==> config.mk <==
export PLATFORM = sky130hd
export DESIGN_NAME = brownout_monitor
export DESIGN_NICKNAME = d
export VERILOG_FILES = /design/src/rtl/brownout_monitor.sv
export SDC_FILE = /design/constraint.sdc
export NUM_CORES = 1
export LEC_CHECK = 0
export ABC_AREA = 1
export CAP_MARGIN = 20
export CORE_MARGIN = 8
export CORE_UTILIZATION = 44
export DETAILED_ROUTE_END_ITERATION = 8
export GPL_TIMING_DRIVEN = 0
export PLACE_DENSITY_LB_ADDON = 0.1
export RECOVER_POWER = 50
export SYNTH_ARGS = -nofsm -noshare
export SYNTH_HDL_FRONTEND = slang
export SYNTH_SLANG_ARGS = --single-unit
==> constraint.sdc <==
create_clock -name clk -period 8.6 [get_ports clk]
set_input_delay 1.72 -clock clk [delete_from_list [all_inputs] [get_ports clk]]
set_output_delay 1.72 -clock clk [all_outputs]
set_load 0.02 [all_outputs]
==> src/rtl/brownout_monitor.sv <==
// brownout_monitor: supply brownout detector fed by an ADC sample stream.
// Trip threshold and drop-rate limit come from supply_vol/min_vol. Slow sags
// are debounced, fast collapses trip at once, and release waits through a
// hysteresis plus hold-off window.
// Optional build macro BOD_EVENT_CNT_EN enables the brownout entry counter;
// without it event_cnt is tied to zero.
module brownout_monitor #(
   parameter int DATA_W      = 8,
   parameter int RATE_SHIFT  = 3,
   parameter int DEBOUNCE    = 4,
   parameter int HYST        = 2,
   parameter int HOLD_CYCLES = 16
) (
   input  logic              clk,
   input  logic              rst,
   input  logic              sample_valid,
   input  logic [DATA_W-1:0] adc_in,
   input  logic [DATA_W-1:0] supply_vol,
   input  logic [DATA_W-1:0] min_vol,
   output logic              brownout,
   output logic              warn,
   output logic [1:0]        state,
   output logic [DATA_W-1:0] drop_rate,
   output logic [7:0]        event_cnt
);

   typedef enum logic [1:0] {
      ST_NORMAL   = 2'd0,
      ST_WARN     = 2'd1,
      ST_BROWNOUT = 2'd2,
      ST_RECOVER  = 2'd3
   } state_t;

   localparam int CNT_W  = (DEBOUNCE    < 1) ? 1 : $clog2(DEBOUNCE + 1);
   localparam int HOLD_W = (HOLD_CYCLES < 1) ? 1 : $clog2(HOLD_CYCLES + 1);

   // Midpoint of two codes, summed one bit wider so it cannot overflow.
   function automatic logic [DATA_W-1:0] mid_code(input logic [DATA_W-1:0] a,
                                                  input logic [DATA_W-1:0] b);
      logic [DATA_W:0] sum;
      sum = {1'b0, a} + {1'b0, b};
      return sum[DATA_W:1];
   endfunction

   // Add a small offset, clamping at full scale instead of wrapping.
   function automatic logic [DATA_W-1:0] sat_add(input logic [DATA_W-1:0] a,
                                                 input logic [DATA_W:0]   inc);
      logic [DATA_W:0] sum;
      sum = {1'b0, a} + inc;
      return sum[DATA_W] ? {DATA_W{1'b1}} : sum[DATA_W-1:0];
   endfunction

   // Allowed per-sample drop; an inverted supply/min pair gives no margin.
   function automatic logic [DATA_W-1:0] rate_limit(input logic [DATA_W-1:0] sup,
                                                    input logic [DATA_W-1:0] mn);
      logic [DATA_W-1:0] diff;
      diff = sup - mn;
      return (sup >= mn) ? (diff >> RATE_SHIFT) : '0;
   endfunction

   logic [DATA_W-1:0] thr_p1, rate_lim_p1, rec_thr_p1;
   logic [DATA_W-1:0] prev_q;
   logic              prev_valid_q;
   logic [DATA_W-1:0] drop;
   logic              below, fast_trip;
   state_t            state_q, state_d;
   logic [CNT_W-1:0]  cnt_q, cnt_d;
   logic [HOLD_W-1:0] hold_q, hold_d;

   // Stage p1: thresholds registered from the current supply/min codes.
   always_ff @(posedge clk) begin
      if (rst) begin
         thr_p1      <= '0;
         rate_lim_p1 <= '0;
         rec_thr_p1  <= '0;
      end else begin
         thr_p1      <= mid_code(supply_vol, min_vol);
         rate_lim_p1 <= rate_limit(supply_vol, min_vol);
         rec_thr_p1  <= sat_add(mid_code(supply_vol, min_vol), (DATA_W+1)'(HYST));
      end
   end

   // Sample-to-sample drop against the previous valid sample; rises count as 0.
   always_comb begin
      drop = '0;
      if (prev_valid_q && (prev_q > adc_in))
         drop = prev_q - adc_in;
      below     = (adc_in < thr_p1);
      fast_trip = below && (drop > rate_lim_p1);
   end

   // Remember the last valid sample and publish its drop.
   always_ff @(posedge clk) begin
      if (rst) begin
         prev_q       <= '0;
         prev_valid_q <= 1'b0;
         drop_rate    <= '0;
      end else if (sample_valid) begin
         prev_q       <= adc_in;
         prev_valid_q <= 1'b1;
         drop_rate    <= drop;
      end
   end

   // Next-state logic: sample-driven except the hold-off count in RECOVER.
   always_comb begin
      state_d = state_q;
      cnt_d   = cnt_q;
      hold_d  = hold_q;
      case (state_q)
         ST_NORMAL: begin
            if (sample_valid && below) begin
               if (fast_trip || (DEBOUNCE <= 1)) begin
                  state_d = ST_BROWNOUT;
                  cnt_d   = '0;
               end else begin
                  state_d = ST_WARN;
                  cnt_d   = CNT_W'(1);
               end
            end
         end
         ST_WARN: begin
            if (sample_valid) begin
               if (!below) begin
                  state_d = ST_NORMAL;
                  cnt_d   = '0;
               end else if (fast_trip || ((int'(cnt_q) + 1) >= DEBOUNCE)) begin
                  state_d = ST_BROWNOUT;
                  cnt_d   = '0;
               end else if (cnt_q != {CNT_W{1'b1}}) begin
                  cnt_d = cnt_q + CNT_W'(1);
               end
            end
         end
         ST_BROWNOUT: begin
            if (sample_valid && (adc_in >= rec_thr_p1)) begin
               state_d = ST_RECOVER;
               hold_d  = '0;
            end
         end
         ST_RECOVER: begin
            if (sample_valid && (adc_in < rec_thr_p1)) begin
               state_d = ST_BROWNOUT;
               hold_d  = '0;
            end else if (int'(hold_q) >= (HOLD_CYCLES - 1)) begin
               state_d = ST_NORMAL;
               hold_d  = '0;
            end else if (hold_q != {HOLD_W{1'b1}}) begin
               hold_d = hold_q + HOLD_W'(1);
            end
         end
         default: begin
            state_d = ST_NORMAL;
            cnt_d   = '0;
            hold_d  = '0;
         end
      endcase
   end

   // State register with outputs registered from the next state.
   always_ff @(posedge clk) begin
      if (rst) begin
         state_q  <= ST_NORMAL;
         cnt_q    <= '0;
         hold_q   <= '0;
         brownout <= 1'b0;
         warn     <= 1'b0;
      end else begin
         state_q  <= state_d;
         cnt_q    <= cnt_d;
         hold_q   <= hold_d;
         brownout <= (state_d == ST_BROWNOUT) || (state_d == ST_RECOVER);
         warn     <= (state_d == ST_WARN);
      end
   end

   assign state = state_q;

`ifdef BOD_EVENT_CNT_EN
   logic       enter_bo;
   logic [7:0] event_cnt_q;

   assign enter_bo = (state_d == ST_BROWNOUT) &&
                     ((state_q == ST_NORMAL) || (state_q == ST_WARN));

   // Count fresh brownout entries; re-entry from RECOVER is the same event.
   always_ff @(posedge clk) begin
      if (rst)
         event_cnt_q <= '0;
      else if (enter_bo && (event_cnt_q != 8'hFF))
         event_cnt_q <= event_cnt_q + 8'd1;
   end

   assign event_cnt = event_cnt_q;
`else
   assign event_cnt = '0;
`endif

endmodule
# Word level (Yosys, flattened, before mapping)
# Cells that the tools add are included.
# totals
input_bits	27
n_memories	0
reg_bits	53
out_inout_bits	20
latch_bits	0
romBits	0
ram_bits	0
# op_classes
muxes	23
shifts	0
n_eq_ne	13
add_sub_neg	7
magnitude_cmp	8
reduce_logical	13
n_bitwise	1
div_mod_pow	0
mul	0
# ops
op	n
$mux W5	4
$ge A8 B8 Y1	2
$gt A8 B8 Y1	2
$lt A8 B8 Y1	2
$mux W2	8
$mux W8	2
$sub A8 B8 Y8	2
$mux W3	5
$pmux W5 S2	1
$add A8 B2 Y9 const B	1
$add A8 B8 Y9	1
$eq A2 B2 Y1 const B	4
$ne A4 B4 Y1 const B	2
$pmux W2 S4	1
$ne A2 B2 Y1 const B	3
$pmux W3 S2	1
$add A5 B1 Y5 const B	1
$ge A5 B4 Y1 const B	1
$logic_and A1 B1 Y1	5
$ne A5 B5 Y1 const B	1
$add A3 B1 Y4 const B	1
$eq A2 B1 Y1 const B	2
$ge A4 B3 Y1 const B	1
$reduce_and A4 Y1	1
9 further kinds	11

# Depth between registers and ports, before layout
# Gate-level depths: netlist of the first run.
# logic_depth
depth_word	12
depth_mapped	27
mapped_depth_nobuf	27

# Least setup slack after synthesis of the first run
# No wires, ideal clock.
# synth_timing
kind	input-to-reg
from	input port adc_in[0]
to	register cnt_q[1]
stages	26
path_slack_ns	4.484
arrival_ns	4.003
t_required_ns	8.486
path_buffers	0
path_cell_list	ha_1 inv_1 fa_1 nand3_1 nand3_1 nand2_1 nand2_1 nand2_2 inv_2 nand2_1 inv_1 ha_1 nand2_1 nand2_1 nand2_1 nand2_1 nand2_1 a21oi_1 inv_1 nand2_1 nor2_1 nand4_1 nand2_1 nand2_1 nand2_1 nor2_1
# synth_via
elab_chain_len	10
word_cells_on_any_way	16
# synth_lines
item	line_no	source
start: declaration	17	input logic [DATA_W-1:0] adc_in,
$gt A8 B8 Y1	86	if (prev_valid_q && (prev_q > adc_in))
$logic_and A1 B1 Y1	86	
$mux W8 *	86	
via drop[1]	64	logic [DATA_W-1:0] drop;
$gt A8 B8 Y1 *	89	fast_trip = below && (drop > rate_lim_p1);
$logic_and A1 B1 Y1 *	89	
$logic_or A1 B1 Y1 *	127	end else if (fast_trip || ((int'(cnt_q) + 1) >= DEBOUNCE)) begin
$mux W3	127	
$mux W3	124	if (!below) begin
$mux W3	123	if (sample_valid) begin
$pmux W3 S2	110	case (state_q)
end signal: assignment	170	cnt_q <= cnt_d;
end: declaration	67	logic [CNT_W-1:0] cnt_q, cnt_d;
# Mark *: on every way through the listed nets, which the timed path passes. The rest lies on a longest branch. The select of a mux whose other input is x is not followed.
# A chain may end at the register's enable or synchronous reset.

# Worst setup path after layout of the first run
# layout_timing
from	input port adc_in[1]
to	register cnt_q[0]
# layout_via
elab_chain_len	10
word_cells_on_any_way	18
# layout_lines
item	line_no
$gt A8 B8 Y1	86
$logic_and A1 B1 Y1	86
$mux W8 *	86
via drop[2]	64
$gt A8 B8 Y1 *	89
$logic_and A1 B1 Y1 *	89
$logic_or A1 B1 Y1	127
$mux W3	127
$mux W3	124
$mux W3	123
$pmux W3 S2	110
# Marked as above.

==> summary.md, run 1 <==
| Metric | Value |
|---|---|
| Run status | `complete, no violations` |
| Htree depth | `2` |
| Period utilization | `56.34%` |
| Fin nets | `677` |
| Final setup vio count | `0` |
| Rel. slew slack | `63.20%` |
| Pwr dens | `154.9 nW/um^2` |
| CP startpoint kind | `input pin` |
| Via density per instance | `4.750` |
| Fin worst setup slack | `3.755 ns` |
| Mapped Avg Cell Area | `6.795 sq um` |
| CTS tree | `yes` |
| CP Capture Type | `flop` |
| DP Wirelength | `6937 microns` |
| TNS Setup | `0 ns` |
| Pleak | `2.272 nW` |
| Antenna cells | `0` |
| Skew-Pair Late Insertion Delay | `0.31 ns` |
| Arr. time, crit path | `5.05 ns` |
| Compound-Gate Fraction of Synth Area | `12.30%` |
| Clock Sinks | `49` |
| DIE AREA | `11660 sq um` |
| Initial antenna violation count | `0` |
| I/O pin total | `47` |
| Hold_buf cts | `0` |
| Share of layout cells above drive strength 1 | `7.846%` |
| Data required time of the worst path | `8.81 ns` |
| Layout fillers | `832` |
| Core area | `8217 sq um` |
| Detailed-route wire length per cell | `11.99 microns` |
| Drt first pass iters | `4` |
| Synth Area in Adders | `17.88%` |
| Vias | `3344` |
| Total GRT Usage | `15.14%` |
| Remaining global-route overflow | `0` |
| Fmax | `206.4 MHz` |
| Yosys reg bits | `49` |
| Worst min path class | `flop to flop` |
| DR DRC count | `0` |
| CTS Buf Count | `5` |
| Die Wd | `108.0 microns` |
| Synth unique cells | `39` |
| Maximum vdd drop | `0.00008146 V` |
| Resized cells post-CTS | `0` |
| Final wirelength | `8439 microns` |
| Number of setup buffers added after CTS | `0` |
| Slowest stage delay, CP | `0.62 ns` |
| Mapped cell area | `3724 sq um` |
| ANT nets after route | `0` |
| Initial Utilization | `45.32%` |
| Cell family with the largest share of critical-path delay | `simple AND/OR/NAND/NOR gates` |
| Max-slew violations | `0` |
| XOR/XNOR share of the synthesized area | `1.848%` |
| DP Worst Slack | `3.480 ns` |
| Layout area overhead | `15.89%` |
| Gpl congestion | `0.8633` |
| Slowest library cell on the worst path | `dlygate4sd3_1` |
| Slack of the worst reg-to-reg path | `5.41 ns` |
| CTS Root Cell | `clkbuf_8` |
| Multi-input gate area | `2255 sq um` |
| Crit path buf inv count | `5` |
| Post-Syn Instances | `548` |
| Crit-path max FO | `7` |
| Sequential Area | `980.9 sq um` |
| Buffers on Ports | `36` |
| First-pass GRT wire length | `14390 microns` |
| Hold Fails Final Rpt | `0` |
| Post-synthesis sequential area ratio | `26.34%` |
| Max-Cap Viols | `0` |
| Simple-gate share of the synthesized area | `28.16%` |
| Largest net degree at the start of global routing | `17` |
| Syn. warnings | `0` |
| Post-layout minimum cycle time | `4.845 ns` |
| Vias in the first global route | `3282` |
| Worst R2R Path Depth | `27` |
| Hold Path Depth | `2` |
| Crit path top cell by count | `nand2_1` |
| Fin Clk Skew | `0.01325 ns` |
| Worst slew pin tran | `0.5520 ns` |
| Chip Height | `108.0 microns` |
| Setup CP Type | `input pin to flop` |
| Initial drt markers | `89` |
| Mux share of post-synthesis cell area | `0%` |
| RSZ-0062 raised after global routing | `no` |
| Clock-pin slew on the worst setup and hold paths | `0.10 ns` |
| Std-Cell Rows | `33` |
| Largest family of logic cells by synthesized area | `simple AND/OR/NAND/NOR gates` |
| Critical path depth in cells | `26` |
| Max Buffers Root-to-Sink | `2` |
[stage by stage]
| stage | std cells | utilization (%) | hold slack, ns | total power, W | cell area (sq um) |
|---|---|---|---|---|---|
| after floorplan | 555 | - | 0.4363 | 0.0004642 | 3750 |
| after global placement | 696 | 51.62 | 0.4494 | 0.0005330 | 4242 |
| after detailed placement | 696 | 51.62 | 0.4556 | 0.0005397 | 4242 |
| after CTS | 704 | 52.72 | 0.4700 | 0.0006831 | 4332 |
| after global routing | 704 | 52.52 | 0.4931 | 0.0007247 | 4315 |
| final | 704 | 52.52 | 0.4675 | 0.0006686 | 4315 |
[area by class of cell]
class / instances / share of cell area (%)
repair buffers: 36 / 8.350
multi-input cells: 383 / 52.25
clock buffers: 5 / 1.595
well taps: 105 / 3.044
clock inverters: 3 / 0.4929
inverters: 104 / 9.046
plain buffers: 19 / 2.493
flip-flops and latches: 49 / 22.73
[per-layer routing]
metal	routed length, microns	global-route usage [%]	vias to the layer above
li1	-	-	1809
met1	3872	17.88	1486
met2	4182	26.98	40
met3	241	2.499	9
met4	143	5.154	0
met5	0	0	-
[logic make-up after synthesis]
family	Yosys count
xor gates and xnor gates	7
other	1
DFF	49
adders and majority gates	52
buffers and inverters	123
and+or+nand+nor	239
AOI/OAI and AO/OA	77
[state kept, by name (all words and copies together), names as in the netlist]
register	flops
brownout	1
cnt_q	3
warn	1
thr_p1	8
prev_valid_q	1
rate_lim_p1	5
state	1
hold_q	5
prev_q	8
drop_rate	8
rec_thr_p1	8
[path summary, 6_finish.rpt]
check                                               start                   endpoint
worst max-delay path                            adc_in[1]      cnt_q[0]$_SDFFE_PP0P_
worst min-delay path            prev_valid_q$_SDFFE_PP0P_  prev_valid_q$_SDFFE_PP0P_
worst max register to register     prev_q[0]$_SDFFE_PP0P_      cnt_q[0]$_SDFFE_PP0P_
worst min register to register  prev_valid_q$_SDFFE_PP0P_  prev_valid_q$_SDFFE_PP0P_
[cells in the mapped netlist, drive strengths merged]
master	count	area share, %
a221oi	1	0.24
nand3b	1	0.20
dfxtp	49	26
xor2	4	1.1
a22oi	1	0.20
nor2	68	7.3
a31o	1	0.24
or2	3	0.57
nor4	2	0.34
fa	2	1.1
o311ai	1	0.24
inv	104	10
and2	1	0.17
conb	1	0.10
xnor2	3	0.71
o31ai	1	0.34
a21oi	42	6.4
o21bai	1	0.20
nor3	1	0.13
o21a	1	0.20
nand4	10	1.7
nand2	124	14
buf	11	2.1
nand3	29	4.0
o21ai	26	3.9
clkbuf	8	0.81
a211oi	2	0.40
ha	50	17
[layout by cell type (no fill, tap or decap), drive strengths merged, types with 2 or more instances in the layout]
cell type      count
nand3             29
buf               11
xnor2              3
clkbuf            13
nor4               2
ha                50
nand2            124
nor2              68
or2                3
nand4             10
dlygate4sd3       14
conb               8
dfxtp             49
fa                 2
inv              105
xor2               4
o21ai             26
a21oi             42
a211oi             2
clkdlybuf4s50     22
[worst register-to-register path, stage by stage (launching register included)]
cell	delay, ns
dfxtp_1	0.32
inv_1	0.06
ha_1	0.14
inv_1	0.07
fa_1	0.45
nand3_1	0.12
nand3_1	0.10
nand2_1	0.08
nand2_1	0.05
nand2_2	0.14
inv_2	0.09
nand2_1	0.07
nor2_1	0.06
ha_1	0.27
nand2_1	0.08
inv_1	0.04
nand2_1	0.06
nand2_1	0.05
nand2_1	0.05
a21oi_1	0.10
inv_1	0.07
nand2_1	0.05
nor2_1	0.17
nand4_1	0.11
nand2_1	0.15
nand2_1	0.07
nand2_1	0.06
nor2_1	0.04
[power breakdown]
| group | total, W | switching (W) | internal [W] | leakage (nW) |
|---|---|---|---|---|
| Clock | 0.000139 | 0.0000809 | 0.0000578 | 0.0445 |
| Sequential | 0.000264 | 0.0000116 | 0.000253 | 0.405 |
| Combinational | 0.000265 | 0.000163 | 0.000102 | 1.82 |
| Total | 0.000669 | 0.000256 | 0.000413 | 2.27 |
Note: power is estimated with default switching activity, not from simulation.
==> inputs of run 2 (changes only) <==
clock period = 4.3 ns   (was 8.6 ns; I/O delays follow)
==> summary.md, run 2 (synthesis results as in run 1) <==
| Metric | Value |
|---|---|
| Run status | `complete, no violations` |
| Worst slew pin tran | `0.5564 ns` |
| Crit-path max FO | `8` |
| Placed instance count | `696` |
| RSZ-0062 raised after global routing | `no` |
| Max-Cap Viols | `0` |
| CTS tree | `yes` |
| Fin Clk Skew | `0.01351 ns` |
| First-pass GRT wire length | `14390 microns` |
| Fin cells | `704` |
| CP startpoint kind | `input pin` |
| Clock-pin slew on the worst setup and hold paths | `0.10 ns` |
| Die Wd | `108.0 microns` |
| Worst reg2reg startpoint | `prev_q[0]$_SDFFE_PP0P_` |
| Final wirelength | `8473 microns` |
| Final setup vio count | `0` |
| Core area | `8217 sq um` |
| CTS Buf Count | `5` |
| Data required time of the worst path | `4.51 ns` |
| Post-layout minimum cycle time | `3.896 ns` |
| Hold Path Depth | `2` |
| Setup CP Type | `input pin to flop` |
| Max Buffers Root-to-Sink | `2` |
| Std-Cell Rows | `33` |
| CP Capture Type | `flop` |
| TNS Setup | `0 ns` |
| Initial Utilization | `45.32%` |
| Vias | `3354` |
| Antenna cells | `0` |
| Htree depth | `2` |
| Period utilization | `90.60%` |
| Rel. slew slack | `62.91%` |
| Detailed-route wire length per cell | `12.04 microns` |
| Buffers on Ports | `36` |
| Vias in the first global route | `3282` |
| Skew-Pair Late Insertion Delay | `0.31 ns` |
| Maximum vdd drop | `0.0001628 V` |
| CTS Root Cell | `clkbuf_8` |
| I/O pin total | `47` |
| Fin nets | `677` |
| Reg2reg end | `cnt_q[0]$_SDFFE_PP0P_` |
| Chip Height | `108.0 microns` |
| Slack of the worst reg-to-reg path | `1.15 ns` |
| Initial antenna violation count | `0` |
| Remaining global-route overflow | `0` |
| Most frequent cells in the layout | `nand2_1 (113), inv_1 (101), nor2_1 (66)` |
| Drt first pass iters | `5` |
| Layout area overhead | `16.16%` |
| Via density per instance | `4.764` |
| Largest net degree at the start of global routing | `17` |
| Clock Sinks | `49` |
| Gpl congestion | `0.8633` |
| Layout fillers | `831` |
| Worst hold endpoint | `prev_valid_q$_SDFFE_PP0P_` |
| Arr. time, crit path | `4.10 ns` |
| Initial drt markers | `85` |
| Pwr dens | `309.7 nW/um^2` |
| ANT nets after route | `0` |
| Hold Fails Final Rpt | `0` |
| Number of setup buffers added after CTS | `0` |
| Total GRT Usage | `15.14%` |
| Hold WS | `0.4681 ns` |
| Share of layout cells above drive strength 1 | `8.180%` |
| DIE AREA | `11660 sq um` |
| Worst R2R Path Depth | `27` |
| Hold path startpoint | `prev_valid_q$_SDFFE_PP0P_` |
| Pleak | `2.272 nW` |
| Max-slew violations | `0` |
| Fmax | `256.7 MHz` |
| DP Wirelength | `6937 microns` |
| DR DRC count | `0` |
| Worst min path class | `flop to flop` |
| Commonest non-fill, non-tap cell in the layout | `nand2_1` |
[run 2: cell count changes in the layout (fill, tap and decap cells not counted), sizes merged]
cell,change
clkdlybuf4s50,+1
dlygate4sd3,-1
[run 2: worst max-delay path by stage]
stage	cells past startpoint	slack, ns	end	start
4_1_cts	26	0.37	cnt_q[0]$_SDFFE_PP0P_	adc_in[1]
5_1_grt	26	0.06	cnt_q[0]$_SDFFE_PP0P_	adc_in[2]
2_1_floorplan	26	1.04	cnt_q[1]$_SDFFE_PP0P_	adc_in[0]
6_report	26	0.40	cnt_q[0]$_SDFFE_PP0P_	adc_in[2]
3_3_place_gp	26	0.05	brownout$_SDFF_PP0_	adc_in[1]
3_5_place_dp	26	0.04	cnt_q[0]$_SDFFE_PP0P_	adc_in[1]
[run 2: area by class of cell]
class	instances	area [sq um]	area share, %
multi-input cells	383	2265	52.36
flip-flops and latches	49	980.9	22.68
inverters	104	390.4	9.025
repair buffers	36	360.3	8.331
well taps	105	131.4	3.037
plain buffers	19	107.6	2.488
clock buffers	5	68.82	1.591
clock inverters	3	21.27	0.4918
[run 2: per-stage QoR]
step,instance area [sq um],utilization (%),power (W),setup WS (ns)
2_1_floorplan,3750,-,0.0009284,1.044
3_3_place_gp,4242,51.62,0.001066,0.05074
3_5_place_dp,4242,51.62,0.001079,0.03988
4_1_cts,4332,52.72,0.001366,0.3741
5_1_grt,4325,52.64,0.001452,0.06013
6_report,4325,52.64,0.001340,0.4044
[run 2: worst max-delay path, cell delays in order]
cell             delay, ns
clkdlybuf4s50_1       0.54
inv_1                 0.08
ha_1                  0.28
buf_2                 0.17
nand2_1               0.10
nor2_1                0.06
a21oi_1               0.17
nand2_2               0.14
inv_2                 0.13
nand2_1               0.06
nor2_1                0.16
ha_1                  0.26
nand2_1               0.08
inv_1                 0.04
nand2_1               0.06
nand2_1               0.04
nand2_1               0.05
a21oi_1               0.10
inv_1                 0.06
nand2_1               0.05
nor2_1                0.17
nand4_1               0.11
nand2_1               0.16
nand2_1               0.07
nand2_1               0.06
nor2_1                0.04
[run 2: layer usage]
layer | global-route usage, % | wire (microns) | vias up
met2 | 26.98 | 4202 | 42
met5 | 0 | 0 | -
met4 | 5.154 | 138 | 0
li1 | - | - | 1808
met3 | 2.499 | 248 | 9
met1 | 17.88 | 3883 | 1495
[run 2: where the power goes]
part           switching, W  total (W)  internal [W]
sequential        0.0000232   0.000529      0.000506
combinational      0.000327   0.000533      0.000205
clock              0.000162   0.000278      0.000116
total              0.000513    0.00134      0.000827
[run 2: repair_timing]
| action | in CTS | in global routing |
|---|---|---|
| resized for setup | 0 | 1 |
| hold buffers | 0 | 0 |
| endpoints found under the setup margin | 0 | 1 |
==> inputs of run 3 (changes only) <==
CORE_UTILIZATION = 45   (was 44)
HOLD_SLACK_MARGIN = 0.03   (was not set)
==> summary.md, run 3 (synthesis results as in run 1) <==
| Metric | Value |
|---|---|
| Run status | `complete, no violations` |
| Total GRT Usage | `15.25%` |
| CTS Buf Count | `5` |
| Detailed-route wire length per cell | `11.90 microns` |
| DP Wirelength | `6938 microns` |
| Die Wd | `107.0 microns` |
| ANT nets after route | `0` |
| Commonest non-fill, non-tap cell in the layout | `nand2_1` |
| Crit-path max FO | `7` |
| Reg2reg end | `brownout$_SDFF_PP0_` |
| Crit path buf inv count | `5` |
| First-pass GRT wire length | `14380 microns` |
| Worst reg2reg startpoint | `prev_q[0]$_SDFFE_PP0P_` |
| Multi-input gate area | `2262 sq um` |
| Vias | `3386` |
| Pwr dens | `323.5 nW/um^2` |
| Buffers on Ports | `36` |
| Initial antenna violation count | `0` |
| Post-DP Area | `4242 sq um` |
| Htree depth | `2` |
| Most frequent cells in the layout | `nand2_1 (113), inv_1 (101), nor2_1 (66)` |
| DIE AREA | `11440 sq um` |
| Hold_buf cts | `0` |
| Gpl congestion | `0.8770` |
| Antenna cells | `0` |
| Routed wl met2 | `4045 microns` |
| Post-layout minimum cycle time | `3.928 ns` |
| Crit path top cell by count | `nand2_1` |
| DR DRC count | `0` |
| Worst slew pin tran | `0.5548 ns` |
| Core area | `8134 sq um` |
| Slack of the worst reg-to-reg path | `1.13 ns` |
| Arr. time, crit path | `4.14 ns` |
| Vias in the first global route | `3186` |
| Skew-Pair Late Insertion Delay | `0.30 ns` |
| Largest net degree at the start of global routing | `16` |
| Maximum vdd drop | `0.0001430 V` |
| Pleak | `2.284 nW` |
| CP Capture Type | `flop` |
| Slowest stage delay, CP | `0.55 ns` |
| Chip Height | `107.0 microns` |
| Crit path to | `brownout$_SDFF_PP0_` |
| Fin cells | `704` |
| CTS Root Cell | `clkbuf_8` |
| WL met1 | `3933 microns` |
| Cell family with the largest share of critical-path delay | `simple AND/OR/NAND/NOR gates` |
| CP startpoint kind | `input pin` |
| Initial Utilization | `45.78%` |
| Critical path depth in cells | `26` |
| Worst min path class | `flop to flop` |
| Placed instance count | `696` |
| Final instance area | `4353 sq um` |
| Rel. slew slack | `63.01%` |
| CTS tree | `yes` |
| Max-Cap Viols | `0` |
| Top Metal Used | `met4` |
| Clock Sinks | `49` |
| Data required time of the worst path | `4.51 ns` |
| Worst setup path start | `adc_in[1]` |
| Sequential Area | `980.9 sq um` |
| Layout fillers | `820` |
| Fmax | `254.6 MHz` |
| Fin nets | `677` |
| Std-Cell Rows | `33` |
| WL met3 | `312 microns` |
| I/O pin total | `47` |
| Max Buffers Root-to-Sink | `2` |
| Initial drt markers | `113` |
| Drt first pass iters | `4` |
| Clock-pin slew on the worst setup and hold paths | `0.09 ns` |
| Layout area overhead | `16.90%` |
| Share of layout cells above drive strength 1 | `8.180%` |
| TNS Setup | `0 ns` |
| Slowest library cell on the worst path | `clkdlybuf4s50_1` |
| Setup CP Type | `input pin to flop` |
| Fin Clk Skew | `0.01364 ns` |
| Final wirelength | `8381 microns` |
| Period utilization | `91.35%` |
| Max-slew violations | `0` |
| Worst R2R Path Depth | `27` |
| Final setup vio count | `0` |
| Hold Fails Final Rpt | `0` |
| Remaining global-route overflow | `0` |
| Via density per instance | `4.810` |
run 3: per-layer routing:
layer,track usage (%),vias up
li1,-,1807
met1,18.66,1508
met2,26.55,63
met3,2.699,8
met4,4.523,0
met5,0,-
run 3: metrics by stage:
stage	total power, W	worst slack (ns)	hold WS (ns)	utilization, %
after global placement	0.001063	0.04549	0.4533	52.15
after global routing	0.001523	-0.006938	0.5098	53.51
after detailed placement	0.001077	-0.01818	0.4614	52.15
after CTS	0.001426	0.3176	0.4772	53.62
final	0.001408	0.3718	0.4715	53.51
after floorplan	0.0009284	1.044	0.4363	-
run 3: worst min-delay path by stage:
stage | start | endpoint | slack [ns] | cells after the start
after floorplan | prev_valid_q$_SDFFE_PP0P_ | prev_valid_q$_SDFFE_PP0P_ | 0.44 | 2
after detailed placement | cnt_q[2]$_SDFFE_PP0P_ | cnt_q[2]$_SDFFE_PP0P_ | 0.46 | 2
final | cnt_q[2]$_SDFFE_PP0P_ | cnt_q[2]$_SDFFE_PP0P_ | 0.47 | 2
after global placement | prev_valid_q$_SDFFE_PP0P_ | prev_valid_q$_SDFFE_PP0P_ | 0.45 | 2
after CTS | cnt_q[2]$_SDFFE_PP0P_ | cnt_q[2]$_SDFFE_PP0P_ | 0.48 | 2
after global routing | cnt_q[2]$_SDFFE_PP0P_ | cnt_q[2]$_SDFFE_PP0P_ | 0.51 | 2
run 3: repair_timing:
| action | in CTS | in global routing |
|---|---|---|
| buffers inserted | 0 | 0 |
| resized for setup | 0 | 1 |
| endpoints found under the setup margin | 0 | 2 |
| endpoints found under the hold margin | 0 | 0 |
run 3: cell type report:
type | instances | share of cell area, %
Multi-Input combinational cell | 383 | 51.97
Sequential cell | 49 | 22.54
Inverter | 104 | 8.968
Timing Repair Buffer | 36 | 8.278
Tap cell | 105 | 3.018
Buffer | 19 | 2.472
Clock buffer | 6 | 1.897
Clock inverter | 2 | 0.8623
run 3: power breakdown:
group	internal (W)	total (W)	switching, W	leakage [nW]
clock network	0.000189	0.000346	0.000157	0.0574
logic	0.000205	0.000535	0.000330	1.82
registers	0.000506	0.000527	0.0000217	0.405
total	0.000900	0.00141	0.000508	2.28
run 3: worst register-to-register path, delay by kind of cell (launching register included):
kind	cells	cell delay, ns
adders and majority gates	3	0.84
DFF	1	0.32
AOI/OAI and AO/OA	1	0.08
and+or+nand+nor	18	1.54
buffers and inverters	5	0.30
